$ cat src/rtl/riscv_pkg.sv
// Shared RV32 encoding constants: opcodes, the format enum and error codes.
// Used by both the instruction encoder and the decoder side.
package riscv_pkg;

    typedef enum logic [1:0] {
        FMT_I    = 2'd0,
        FMT_LOAD = 2'd1,
        FMT_S    = 2'd2,
        FMT_B    = 2'd3
    } fmt_e;

    localparam logic [6:0] OPC_OP_IMM = 7'b0010011;
    localparam logic [6:0] OPC_LOAD   = 7'b0000011;
    localparam logic [6:0] OPC_STORE  = 7'b0100011;
    localparam logic [6:0] OPC_BRANCH = 7'b1100011;

    localparam logic [1:0] ERR_NONE      = 2'b00;
    localparam logic [1:0] ERR_IMM_RANGE = 2'b01;
    localparam logic [1:0] ERR_B_ODD     = 2'b10;

    // Major opcode for each supported format.
    function automatic logic [6:0] fmt_opcode(input fmt_e fmt);
        logic [6:0] op;
        case (fmt)
            FMT_I:    op = OPC_OP_IMM;
            FMT_LOAD: op = OPC_LOAD;
            FMT_S:    op = OPC_STORE;
            default:  op = OPC_BRANCH;
        endcase
        return op;
    endfunction

endpackage

$ cat src/rtl/instr_enc_fifo.sv
// Small DEPTH-entry FIFO holding {instr, addr} pairs for the encoder output.
// Pointers carry one extra wrap bit so full and empty are distinguishable.
// Reset clears only the pointers; entry contents are don't-care while empty.
module instr_enc_fifo #(
    parameter int DEPTH = 2,
    parameter int WIDTH = 64
) (
    input  logic             clk,
    input  logic             rst_n,
    input  logic             push,
    input  logic [WIDTH-1:0] wr_data,
    input  logic             pop,
    output logic [WIDTH-1:0] rd_data,
    output logic             full,
    output logic             empty
);
    localparam int AW = $clog2(DEPTH);

    logic [AW:0]      wr_ptr_reg;
    logic [AW:0]      rd_ptr_reg;
    logic [WIDTH-1:0] mem [DEPTH];
    logic             do_push;
    logic             do_pop;

    assign empty   = (wr_ptr_reg == rd_ptr_reg);
    assign full    = (wr_ptr_reg[AW] != rd_ptr_reg[AW]) &&
                     (wr_ptr_reg[AW-1:0] == rd_ptr_reg[AW-1:0]);
    assign do_push = push && !full;
    assign do_pop  = pop && !empty;

    // Head entry; forced to zero while empty so reset shows a clean output.
    assign rd_data = empty ? '0 : mem[rd_ptr_reg[AW-1:0]];

    // Read/write pointers with wrap bit.
    always_ff @(posedge clk or negedge rst_n) begin
        if (!rst_n) begin
            wr_ptr_reg <= '0;
            rd_ptr_reg <= '0;
        end else begin
            if (do_push) wr_ptr_reg <= wr_ptr_reg + 1'b1;
            if (do_pop)  rd_ptr_reg <= rd_ptr_reg + 1'b1;
        end
    end

    generate
        for (genvar gi = 0; gi < DEPTH; gi++) begin : g_entry
            logic [WIDTH-1:0] entry_reg;

            // Storage for one slot, written when the write pointer selects it.
            always_ff @(posedge clk) begin
                if (do_push && (wr_ptr_reg[AW-1:0] == AW'(gi))) begin
                    entry_reg <= wr_data;
                end
            end

            assign mem[gi] = entry_reg;
        end
    endgenerate

endmodule

$ cat src/rtl/instr_encoder.sv
// Streaming RV32 instruction encoder: packs decoded fields (I/LOAD/S/B) into
// 32-bit words, tags each with a sequential byte address and queues them.
// Optional feature macro: INSTR_ENC_RANGE_CHECK_EN enables immediate range /
// alignment rejection with a one-cycle error pulse; without it immediates are
// truncated and the error outputs are tied low.
module instr_encoder
    import riscv_pkg::*;
#(
    parameter int DEPTH   = 2,
    parameter int COUNT_W = 16
) (
    input  logic               clk,
    input  logic               rst_n,
    input  logic               base_load,
    input  logic [31:0]        base_addr,
    input  logic               in_valid,
    output logic               in_ready,
    input  logic [1:0]         in_fmt,
    input  logic [2:0]         in_funct3,
    input  logic [4:0]         in_rd,
    input  logic [4:0]         in_rs1,
    input  logic [4:0]         in_rs2,
    input  logic [31:0]        in_imm,
    output logic               out_valid,
    input  logic               out_ready,
    output logic [31:0]        out_instr,
    output logic [31:0]        out_addr,
    output logic               err_valid,
    output logic [1:0]         err_code,
    output logic [COUNT_W-1:0] count
);
    fmt_e               fmt;
    logic [31:0]        enc_instr;
    logic               accept;
    logic               reject;
    logic               push;
    logic               fifo_full;
    logic               fifo_empty;
    logic [63:0]        fifo_rd_data;
    logic [31:0]        addr_reg;
    logic [COUNT_W-1:0] count_reg;
    logic               imm_unused;

    assign fmt        = fmt_e'(in_fmt);
    // Upper immediate bits only matter to the range check.
    assign imm_unused = &{1'b0, in_imm[31:13]};

    // Field packing; the immediate is scattered per format.
    always_comb begin
        enc_instr = '0;
        case (fmt)
            FMT_I, FMT_LOAD: enc_instr = {in_imm[11:0], in_rs1, in_funct3, in_rd,
                                          fmt_opcode(fmt)};
            FMT_S:           enc_instr = {in_imm[11:5], in_rs2, in_rs1, in_funct3,
                                          in_imm[4:0], fmt_opcode(fmt)};
            FMT_B:           enc_instr = {in_imm[12], in_imm[10:5], in_rs2, in_rs1,
                                          in_funct3, in_imm[4:1], in_imm[11],
                                          fmt_opcode(fmt)};
            default:         enc_instr = '0;
        endcase
    end

    assign in_ready = !fifo_full;
    assign accept   = in_valid && in_ready;
    assign push     = accept && !reject;

`ifdef INSTR_ENC_RANGE_CHECK_EN
    logic [1:0] rej_code;
    logic       err_valid_reg;
    logic [1:0] err_code_reg;

    // Immediate legality; for B the range test takes precedence over oddness.
    always_comb begin
        reject   = 1'b0;
        rej_code = ERR_NONE;
        if (fmt == FMT_B) begin
            if ($signed(in_imm) < -32'sd4096 || $signed(in_imm) > 32'sd4094) begin
                reject   = 1'b1;
                rej_code = ERR_IMM_RANGE;
            end else if (in_imm[0]) begin
                reject   = 1'b1;
                rej_code = ERR_B_ODD;
            end
        end else if ($signed(in_imm) < -32'sd2048 || $signed(in_imm) > 32'sd2047) begin
            reject   = 1'b1;
            rej_code = ERR_IMM_RANGE;
        end
    end

    // One-cycle error pulse following a consumed but rejected request.
    always_ff @(posedge clk or negedge rst_n) begin
        if (!rst_n) begin
            err_valid_reg <= 1'b0;
            err_code_reg  <= ERR_NONE;
        end else begin
            err_valid_reg <= accept && reject;
            err_code_reg  <= (accept && reject) ? rej_code : ERR_NONE;
        end
    end

    assign err_valid = err_valid_reg;
    assign err_code  = err_code_reg;
`else
    assign reject    = 1'b0;
    assign err_valid = 1'b0;
    assign err_code  = ERR_NONE;
`endif

    // Address and word counter; a base load overrides the post-push advance.
    always_ff @(posedge clk or negedge rst_n) begin
        if (!rst_n) begin
            addr_reg  <= '0;
            count_reg <= '0;
        end else begin
            if (base_load) begin
                addr_reg <= base_addr;
            end else if (push) begin
                addr_reg <= addr_reg + 32'd4;
            end
            if (push) begin
                count_reg <= count_reg + COUNT_W'(1);
            end
        end
    end

    instr_enc_fifo #(
        .DEPTH (DEPTH),
        .WIDTH (64)
    ) u_fifo (
        .clk     (clk),
        .rst_n   (rst_n),
        .push    (push),
        .wr_data ({enc_instr, addr_reg}),
        .pop     (out_valid && out_ready),
        .rd_data (fifo_rd_data),
        .full    (fifo_full),
        .empty   (fifo_empty)
    );

    assign out_valid = !fifo_empty;
    assign out_instr = fifo_rd_data[63:32];
    assign out_addr  = fifo_rd_data[31:0];
    assign count     = count_reg;

endmodule

$ cat config.mk
export PLATFORM = sky130hd
export DESIGN_NAME = instr_encoder
export DESIGN_NICKNAME = d
export VERILOG_FILES = /design/src/rtl/riscv_pkg.sv /design/src/rtl/instr_enc_fifo.sv /design/src/rtl/instr_encoder.sv
export SDC_FILE = /design/constraint.sdc
export NUM_CORES = 1
export LEC_CHECK = 0
export CAP_MARGIN = 20
export CORE_MARGIN = 10
export CORE_UTILIZATION = 25
export DETAILED_ROUTE_END_ITERATION = 12
export PLACE_DENSITY = 0.51
export SLEW_MARGIN = 5
export SYNTH_ARGS = -nofsm -noshare
export SYNTH_HDL_FRONTEND = slang
export SYNTH_SLANG_ARGS = --single-unit
$ cat constraint.sdc
create_clock -name clk -period 5.8 [get_ports clk]
set_input_delay 1.74 -clock clk [delete_from_list [all_inputs] [get_ports clk]]
set_output_delay 1.74 -clock clk [all_outputs]
set_load 0.01 [all_outputs]
==> flow_metrics.py <==
metrics = {
    "status": {
        "status": "completed",
    },
    "pwr": {
        "power_leakage_nw": 3.65,
        "power.total_mw": 5.28,
        "p_per_area_mw_per_mm2": 536,
        "ir_worst_vdd_mv": 0.232,
    },
    "clock_network": {
        "clkSinkCount": 172,
        "root_buffer": "clkbuf_16",
        "clk_path_buf_depth": 2,
        "ctsResizeCount": 0,
        "cts_max_level": 4,
        "tritoncts": "done",
        "cts_buffers": 17,
        "path_clk_slew_ns": 0.07,
        "postCtsHoldBufs": 0,
        "clk_latency_ns": 0.42,
        "postCtsSetupBuffers": 0,
    },
    "drt": {
        "drt_first_iter_violations": 167,
        "dr_total_vias": 4648,
        "postRouteAntennaNets": 0,
        "finalWirelength_mm": 18.3,
        "vias_per_cell": 4.23,
        "drtPass1Iterations": 4,
        "route.detailed.drc": 0,
        "wl_per_cell_um": 16.7,
    },
    "run": {
        "drv_cap": 0,
    },
    "yosys": {
        "synth_edf_count": 120,
        "ys_async_sr_fraction_pct": 30.2,
        "synthTopCellsByArea": "edfxtp_1 49%, dfrtp_1 18%, mux2i_1 8.4%, nor2_1 3.7%, xor2_1 2.7%",
        "synth-seq-cells": 172,
        "synth_top_area_share_pct": 48.8,
        "synth_common_cells": "120 x edfxtp_1, 73 x nor2_1, 62 x mux2i_1, 52 x dfrtp_1, 39 x nand2_1",
        "synth-warning-count": 0,
        "synth.avg_cell_area_um2": 13.2,
        "ys_types": 37,
        "synth_top_cell_by_area": "edfxtp_1",
        "yosysSeqAreaShare_pct": 66.4,
        "ys.flop_type": "edfxtp_1",
        "yosysMostFrequentCell": "edfxtp_1",
        "synth_cells": 558,
        "synth_area_mm2": 0.00739,
    },
    "floorplan": {
        "io_pins": 174,
        "std_cell_rows": 62,
        "dieArea_mm2": 0.0368,
        "fp.dieW_um": 192,
        "coreArea_mm2": 0.0289,
        "die_height_um": 192,
        "start_util_pct": 25.5,
    },
    "grt": {
        "grtUsageTotal_pct": 10.1,
        "grt_max_degree": 62,
        "grt_pass1_vias": 4846,
        "grt-ovfl-total": 0,
        "antenna_found_initial": 0,
        "grt_pass1_wl_mm": 28.3,
    },
    "timing": {
        "finalClockSkew_ns": 0.0125,
        "max_slew_margin_pct": 37.4,
        "max_freq_ghz": 0.212,
        "period_needed_ns": 4.71,
        "finalHoldViolCount": 0,
        "post-route-period-util_pct": 81.2,
        "worst_slew_pin_slew_ns": 0.940,
        "finalSetupViolCount": 0,
        "setup-tns-final_ns": 0,
        "drv_slew": 0,
        "rsz0062_at_grt": "false",
    },
    "setup_path": {
        "required_ns": 4.06,
        "start_kind": "flip-flop",
        "crit_path_start": "u_fifo.rd_ptr_reg[0]",
        "cp.arrival_ns": 2.97,
        "r2r_end": "u_fifo.g_entry[0].entry_reg[0]",
        "r2r-start": "u_fifo.rd_ptr_reg[0]",
        "end_kind": "output pin",
        "critPathKind": "reg2out",
        "r2r_slack_ns": 3.22,
        "ff2ff_path_depth": 5,
        "cp_max_fo": 47,
    },
    "final_layout": {
        "fillers": 2869,
        "largest_reg_flops": 120,
        "seqCellArea_mm2": 0.00491,
        "multi_input_area_mm2": 0.00232,
        "areaGrowthSynthToFinish_pct": 33.3,
        "nNetsFinal": 793,
        "antennaDiodeCount": 0,
        "utilization_pct": 34.0,
        "drive_gt1_share_pct": 8.67,
    },
    "placement": {
        "gp_congestion": 0.703,
        "dp_hpwl_mm": 12.2,
        "io_buffers": 149,
    },
    "hold_path": {
        "hold_class": "reg2reg",
        "holdCritStartpoint": "count[15]",
        "min_delay_worst_endpoint": "count[15]",
        "whs_path_depth": 1,
    },
}
[cells in the final DEF, fill, tap and decap left out, drive strengths merged, types with 6 or more instances in the layout]
cell type      netlist  final
clkdlybuf4s50        0    147
edfxtp             120    120
nor2                73     73
mux2i               62     62
dfrtp               52     52
nand2               39     39
xor2                23     23
o21ai               20     20
xnor2               18     18
clkbuf              19     18
nand3               17     17
nand4               17     17
mux2                15     15
inv                  8     11
buf                 16      9
a31oi                8      8
and2                 8      8
and3                 6      6
[worst max-delay path: stages (launching register included)]
cell	delay, ns
dfrtp_4	0.67
xnor2_2	0.42
nor2b_4	0.49
buf_12	0.31
inv_1	0.14
clkdlybuf4s50_1	0.50
[cell families (layout without fill, tap and decap cells)]
family | after synthesis | after routing | share of synthesized area [%]
AOI/OAI and AO/OA | 43 | 43 | 3.72
xor gates and xnor gates | 41 | 41 | 4.96
adders and majority gates | 2 | 2 | 0.339
buffers and inverters | 43 | 196 | 2.64
DFF | 172 | 172 | 66.4
muxes | 77 | 77 | 10.7
other | 1 | 5 | 0.0507
and+or+nand+nor | 179 | 179 | 11.2
[layout make-up]
cell class              count  area share (%)
inverters                   8           0.305
repair buffers            156            15.8
clock buffers              18            4.36
clock inverters            14            1.22
well taps                 384            4.88
flip-flops and latches    172            49.8
multi-input cells         347            23.6
[how the worst max path moves through the flow]
stage / endpoint / slack [ns]
detailed placement: out_valid / 1.44
CTS: out_valid / 0.97
global placement: out_instr[0] / 1.43
global route: out_valid / 0.85
floorplan: u_fifo.g_entry[0].entry_reg[0] / 0.49
finish: out_valid / 1.09
[where the power goes]
group          switching (mW)  internal (mW)  total [mW]
Combinational            1.19           1.13        2.32
Sequential              0.169           1.71        1.88
Clock                   0.489          0.591        1.08
Total                    1.85           3.43        5.28
[through the flow]
step	hold slack (ns)	setup slack [ns]	std cells	area [µm²]
after detailed placement	0.463	1.44	1067	9300
after floorplan	0.438	0.486	562	7410
final	0.471	1.09	1099	9850
after global placement	0.459	1.43	1067	9300
after CTS	0.479	0.970	1099	9850
after global routing	0.511	0.854	1099	9850
[layer usage]
layer	vias to the layer above	part of all wire, %	global-route usage (%)
li1	2290	-	-
met1	2235	45	12.5
met5	-	0	0
met2	107	48	16.7
met3	16	5.1	2.87
met4	0	1.0	3.06
No activity file was read; power rests on OpenSTA's default activity.
